<file path="config.mk">
export PLATFORM = sky130hd
export DESIGN_NAME = fp16_mac_align_stage
export DESIGN_NICKNAME = d
export VERILOG_FILES = /design/src/rtl/fp16_mac_pkg.sv /design/src/rtl/sticky_rshift.sv /design/src/rtl/fp16_mac_align_stage.sv
export SDC_FILE = /design/constraint.sdc
export NUM_CORES = 1
export LEC_CHECK = 0
export BUFFER_PORTS_ARGS = -buffer_cell sky130_fd_sc_hd__buf_2
export CELL_PAD_IN_SITES_DETAIL_PLACEMENT = 1
export CELL_PAD_IN_SITES_GLOBAL_PLACEMENT = 1
export CORE_MARGIN = 5
export CORE_UTILIZATION = 40
export DETAILED_ROUTE_END_ITERATION = 10
export PLACE_DENSITY = 0.89
export SKIP_LAST_GASP = 1
export SYNTH_ARGS = -nofsm -noshare
export SYNTH_HDL_FRONTEND = slang
export SYNTH_SLANG_ARGS = --single-unit
</file>
<file path="constraint.sdc">
create_clock -name clk -period 2.3 [get_ports clk]
set_input_delay 0.115 -clock clk [delete_from_list [all_inputs] [get_ports clk]]
set_output_delay 0.115 -clock clk [all_outputs]
set_load 0.005 [all_outputs]
</file>
<file path="src/rtl/fp16_mac_pkg.sv">
// Shared widths and the aligned-operand record for the FP16 MAC accumulate path.
// The alignment stage consumes these as its default geometry.
package fp16_mac_pkg;

    localparam int EXP_W     = 8;
    localparam int MAN_W     = 22;
    localparam int GRS_W     = 3;
    localparam int SH_W      = 5;
    localparam int FP16_BIAS = 15;
    localparam int ALIGN_W   = MAN_W + GRS_W;

    typedef struct packed {
        logic               sign_big;
        logic               sign_small;
        logic [EXP_W-1:0]   exp;
        logic [ALIGN_W-1:0] man_big;
        logic [ALIGN_W-1:0] man_small;
        logic               eff_sub;
    } align_t;

endpackage

</file>
<file path="src/rtl/sticky_rshift.sv">
// Combinational barrel right-shift; every bit shifted out is ORed into bit 0
// so the downstream rounder still sees that a non-zero tail was discarded.
module sticky_rshift #(
    parameter int W    = 25,
    parameter int SH_W = 5
) (
    input  logic [W-1:0]    data_i,
    input  logic [SH_W-1:0] sh_i,
    output logic [W-1:0]    data_o
);

    logic lost;

    always_comb begin
        lost = 1'b0;
        for (int i = 0; i < W; i++) begin
            if (i < int'(sh_i)) begin
                lost = lost | data_i[i];
            end
        end
        data_o    = data_i >> sh_i;
        data_o[0] = data_o[0] | lost;
    end

endmodule

</file>
<file path="src/rtl/fp16_mac_align_stage.sv">
// Two-stage operand alignment: S1 orders the operands by magnitude and computes
// the clamped shift, S2 right-shifts the smaller mantissa keeping guard/round/sticky.
module fp16_mac_align_stage
    import fp16_mac_pkg::*;
#(
    parameter int EXP_W = fp16_mac_pkg::EXP_W,
    parameter int MAN_W = fp16_mac_pkg::MAN_W,
    parameter int SH_W  = fp16_mac_pkg::SH_W
) (
    input  logic               clk,
    input  logic               rst_n,
    input  logic               in_valid,
    output logic               in_ready,
    input  logic               a_sign,
    input  logic [EXP_W-1:0]   a_exp,
    input  logic [MAN_W-1:0]   a_man,
    input  logic               b_sign,
    input  logic [EXP_W-1:0]   b_exp,
    input  logic [MAN_W-1:0]   b_man,
    output logic               out_valid,
    input  logic               out_ready,
    output logic               out_sign_big,
    output logic               out_sign_small,
    output logic [EXP_W-1:0]   out_exp,
    output logic [MAN_W+2:0]   out_man_big,
    output logic [MAN_W+2:0]   out_man_small,
    output logic               out_eff_sub
);

    localparam int AW = MAN_W + GRS_W;

    // Handshake: a stage may load when it is empty or its contents move on this
    // cycle; transfers happen on valid & ready in the same cycle.
    logic s1_valid_q, s1_valid_d;
    logic s2_valid_q, s2_valid_d;
    logic s1_adv, s2_adv;

    assign s2_adv   = !s2_valid_q || out_ready;
    assign s1_adv   = !s1_valid_q || s2_adv;
    assign in_ready = s1_adv;

    assign s1_valid_d = s1_adv ? in_valid   : s1_valid_q;
    assign s2_valid_d = s2_adv ? s1_valid_q : s2_valid_q;

    logic [EXP_W:0]   diff;
    logic [EXP_W:0]   mag;
    logic             a_lt;
    logic             a_big;
    logic [SH_W-1:0]  sh_d;

    always_comb begin
        diff  = {1'b0, a_exp} - {1'b0, b_exp};
        a_lt  = diff[EXP_W];
        a_big = !a_lt && ((diff != '0) || (a_man >= b_man));
        mag   = a_lt ? ({1'b0, b_exp} - {1'b0, a_exp}) : diff;
        if (mag >= (EXP_W+1)'(AW)) begin
            sh_d = SH_W'(AW);
        end else begin
            sh_d = mag[SH_W-1:0];
        end
    end

    logic              s1_sign_big_q, s1_sign_small_q, s1_eff_sub_q;
    logic [EXP_W-1:0]  s1_exp_q;
    logic [MAN_W-1:0]  s1_man_big_q, s1_man_small_q;
    logic [SH_W-1:0]   s1_sh_q;

    always_ff @(posedge clk or negedge rst_n) begin
        if (!rst_n) begin
            s1_valid_q      <= 1'b0;
            s1_sign_big_q   <= 1'b0;
            s1_sign_small_q <= 1'b0;
            s1_eff_sub_q    <= 1'b0;
            s1_exp_q        <= '0;
            s1_man_big_q    <= '0;
            s1_man_small_q  <= '0;
            s1_sh_q         <= '0;
        end else begin
            s1_valid_q <= s1_valid_d;
            if (s1_adv && in_valid) begin
                s1_sign_big_q   <= a_big ? a_sign : b_sign;
                s1_sign_small_q <= a_big ? b_sign : a_sign;
                s1_eff_sub_q    <= a_sign ^ b_sign;
                s1_exp_q        <= a_big ? a_exp : b_exp;
                s1_man_big_q    <= a_big ? a_man : b_man;
                s1_man_small_q  <= a_big ? b_man : a_man;
                s1_sh_q         <= sh_d;
            end
        end
    end

    logic [AW-1:0] aligned_small;

    sticky_rshift #(
        .W    (AW),
        .SH_W (SH_W)
    ) u_sticky_rshift (
        .data_i ({s1_man_small_q, {GRS_W{1'b0}}}),
        .sh_i   (s1_sh_q),
        .data_o (aligned_small)
    );

    align_t s2_q;

    always_ff @(posedge clk or negedge rst_n) begin
        if (!rst_n) begin
            s2_valid_q <= 1'b0;
            s2_q       <= '0;
        end else begin
            s2_valid_q <= s2_valid_d;
            if (s2_adv && s1_valid_q) begin
                s2_q.sign_big   <= s1_sign_big_q;
                s2_q.sign_small <= s1_sign_small_q;
                s2_q.exp        <= s1_exp_q;
                s2_q.man_big    <= {s1_man_big_q, {GRS_W{1'b0}}};
                s2_q.man_small  <= aligned_small;
                s2_q.eff_sub    <= s1_eff_sub_q;
            end
        end
    end

    assign out_valid      = s2_valid_q;
    assign out_sign_big   = s2_q.sign_big;
    assign out_sign_small = s2_q.sign_small;
    assign out_exp        = s2_q.exp;
    assign out_man_big    = s2_q.man_big;
    assign out_man_small  = s2_q.man_small;
    assign out_eff_sub    = s2_q.eff_sub;

endmodule
</file>
==> run_results.csv <==
group,metric,value,unit
global_route,grt_overflow,0,
global_route,grt_start_max_net_pins,69,
status,violations,"setup timing",
drt,vias,7912,
drt,drtPass1Iterations,5,
timing,skew,0.01213,ns
yosys,synth_edf_count,0,
floorplan,num_rows,51,
floorplan,initial_utilization,40.26,%
worst_setup_path,crit_slowest_cell,"or4_4",
global_route,grt_pass1_vias,8489,
timing,fin_setup_tns,-13.91,ns
clock_tree,cts_htree_levels,4,
timing,fmax,0.3754,GHz
placed_design,post-dp-hpwl,19170,um
timing,final.setup.worst_slack,-0.3635,ns
timing,timing.final.max_slew_violations,0,
cells_and_area,regArea,3004,um^2
clock_tree,clk_path_buf_depth,2,
drt,ant_nets,0,
drt,wl_met1,12830,um
yosys,async_flop_share,100.0,%
power,power_density,815.9,nW/um^2
cells_and_area,multiInputGateArea,4538,um^2
timing,period_minus_slack,2.664,ns
floorplan,die_y,149.3,um
worst_setup_path,path_max_fanout,7,
placed_design,finalWeightedCongestion,0.8979,
worst_setup_path,crit_path_frequent_cell,"buf_12",
clock_tree,worst_skew_pair.late_latency,0.44,ns
yosys,ys.flop_type,"dfrtp_1",
yosys,syn_area_per_cell,9.485,um^2
placed_design,place.port_buffers,125,
power,peakVddDrop,492.8,uV
cells_and_area,area_growth,33.16,%
yosys,ys_seq_area_share,38.70,%
yosys,ys_warn_count,0,
floorplan,core_area,19270,um^2
floorplan,dieArea,22280,um^2
cells_and_area,fillers,2214,
clock_tree,tritoncts,"yes",
global_route,grt_pass1_wl,48860,um
cells_and_area,fin_util,53.61,%
status,outcome,"finished with violations",
yosys,syn_area,7759,um^2
timing,hold_viol,0,
hold_path,worstHoldPathType,"in2reg",
cells_and_area,drive_gt1_share,35.46,%
drt,drc_errors,0,
yosys,synth_cell_types,69,
drt,met3_length,2475,um
worst_setup_path,critPathLaunchType,"input port",
drt,first_iter_violations,922,
timing,hold_slack,0.02897,ns
placed_design,dp_cells,1256,
global_route,grtUsageTotal,28.32,%
worst_setup_path,critical_path.cell_chain,"buf_2 -> inv_1 -> ha_1 -> nand2b_4 -> a21oi_2 -> o311ai_1 -> or4_4 -> o31ai_4 -> buf_6 -> buf_12 -> buf_12 -> mux2i_1 -> a21oi_1",
global_route,antenna_found_initial,1,
timing,period_share,115.8,%
worst_setup_path,arrival,2.95,ns
timing,slew-limit-headroom,59.72,%
flow_run,maxCapViolations,0,
power,leakage,4.867,nW
clock_tree,cts_buffers,17,
timing,setup_viol,60,
clock_tree,cts_root_buf,"clkbuf_16",
worst_setup_path,crit_family,"compound AO/OA/AOI/OAI gates",
cells_and_area,fin_cells,1301,
worst_setup_path,path_class,"in2reg",
cells_and_area,layout.nets,1128,
clock_tree,clk_pin_slew,0.06,ns
drt,vias_per_cell,6.081,
worst_setup_path,critPathBufInv,5,
clock_tree,cts.sinks,120,
drt,post_drt_wl_per_cell,25.39,um
yosys,ys_seq_elements,120,
timing,max_slew.worst_pin.slew,0.6043,ns
worst_setup_path,crit_path_end_kind,"register",
worst_setup_path,slowest_delay,0.61,ns
floorplan,die_w,149.3,um
drt,dr.max_layer_used,"met4",
drt,met2WireLength,15790,um
worst_setup_path,crit_required,2.58,ns
yosys,netlist_instances,818,
drt,finalWirelength,33030,um
timing,rsz0062_at_grt,"true",
floorplan,io_pins,129,
==> state kept, by name, summed over array words and instances, names as in the netlist, 5 cells and up <==
register / cells
s1_exp_q: 8
s1_sh_q: 5
s1_man_big_q: 22
out_man_small: 25
out_man_big: 22
s1_man_small_q: 22
out_exp: 8
==> repair_timing <==
action / CTS / global route
hold endpoints to repair: 40 / 0
endpoints found under the setup margin: 55 / 66
resized for setup: 30 / 49
setup buffers: 8 / 1
gates cloned: 1 / 2
pin swaps: 14 / 25
hold buffers: 2 / 0
==> where the power goes <==
group / internal, mW / switching (mW) / leakage, nW
sequential: 2.49 / 0.368 / 1.39
combinational: 1.26 / 1.51 / 3.19
clock: 1.70 / 1.09 / 0.288
total: 5.46 / 2.97 / 4.87
==> cell type report <==
cell class | instances | share of cell area [%]
Inverter | 49 | 2.010
Timing Repair Buffer | 235 | 16.05
Clock buffer | 20 | 4.227
Clock inverter | 12 | 1.478
Multi-Input combinational cell | 599 | 43.93
Sequential cell | 120 | 29.08
Antenna cell | 1 | 0.02422
Tap cell | 265 | 3.209
==> cells in the mapped netlist (all sizes together), types with 4 or more instances <==
master   number  share of area, %
nor2         79               3.8
clkbuf       32               1.5
and2          5              0.40
inv          47               2.3
a21o          8              0.77
o22a          4              0.45
nor3          6              0.39
nand3         9              0.58
nand4         6              0.48
nand2b        9              0.73
nand3b        4              0.39
o21ai        39               2.5
o21a          5              0.48
ha           38               6.1
o22ai         9              0.73
a2bb2oi       4              0.45
mux2i        88                11
mux4          6               1.7
o31ai         6              0.65
buf          20               2.5
a22o          8              0.90
nand2        63               3.0
a21oi        98               6.3
mux2         38               5.5
or2           5              0.40
a211oi       12               1.2
dfrtp       120                39
==> metal layers <==
| metal | vias up | track usage, % |
|---|---|---|
| met5 | - | 0 |
| met2 | 504 | 47.30 |
| li1 | 3333 | - |
| met4 | 0 | 15.29 |
| met1 | 3904 | 33.23 |
| met3 | 171 | 7.566 |
==> logic make-up after synthesis <==
kind of cell | after synthesis | share of synthesized area (%)
mux | 132 | 18.61
compound gates | 219 | 17.34
fa+ha+maj | 40 | 6.644
buf+inv | 101 | 6.434
other cells | 1 | 0.04833
xor+xnor | 5 | 0.5645
simple gates | 200 | 11.66
flops | 120 | 38.70
==> through the flow <==
stage | total power [mW] | setup slack (ns) | instance area [um^2]
after floorplan | 4.148 | -0.2701 | 7802
after CTS | 8.098 | -0.1853 | 10100
after global placement | 5.019 | -0.6084 | 9263
after global routing | 8.727 | -0.3693 | 10330
after detailed placement | 5.165 | -0.7331 | 9263
final | 8.429 | -0.3635 | 10330
==> final timing paths <==
kind / start / to / slack [ns] / cells past startpoint
min in group asynchronous: rst_n / out_man_big[12] / 0.23 / 2
worst max register to register: s1_sh_q[1] / out_man_small[0] / -0.12 / 8
max in group asynchronous: rst_n / out_exp[2] / 1.27 / 3
worst min register to register: out_man_small[3] / out_man_small[3] / 0.48 / 2
worst max-delay path: a_exp[1] / s1_man_small_q[10] / -0.36 / 13
worst min-delay path: b_exp[5] / s1_exp_q[5] / 0.03 / 3
==> cells in the final DEF (no fill, tap or decap), types with 9 or more instances in the layout <==
cell / n
o21ai_0: 35
nand2_1: 62
ha_1: 36
mux2_2: 38
mux2i_2: 14
nand3_1: 9
dfrtp_1: 119
a211oi_1: 11
buf_4: 89
mux2i_1: 70
a21oi_1: 90
buf_12: 9
clkbuf_16: 19
buf_2: 123
nor2_1: 77
o22ai_1: 9
inv_1: 44
==> tightest hold or removal path, delay by kind of cell <==
kind                   cells  cell delay (ns)
buffers and inverters      1             0.11
multiplexers               1             0.07
AO/OA/AOI/OAI              1             0.13
Note: power is estimated with default switching activity, not from simulation.
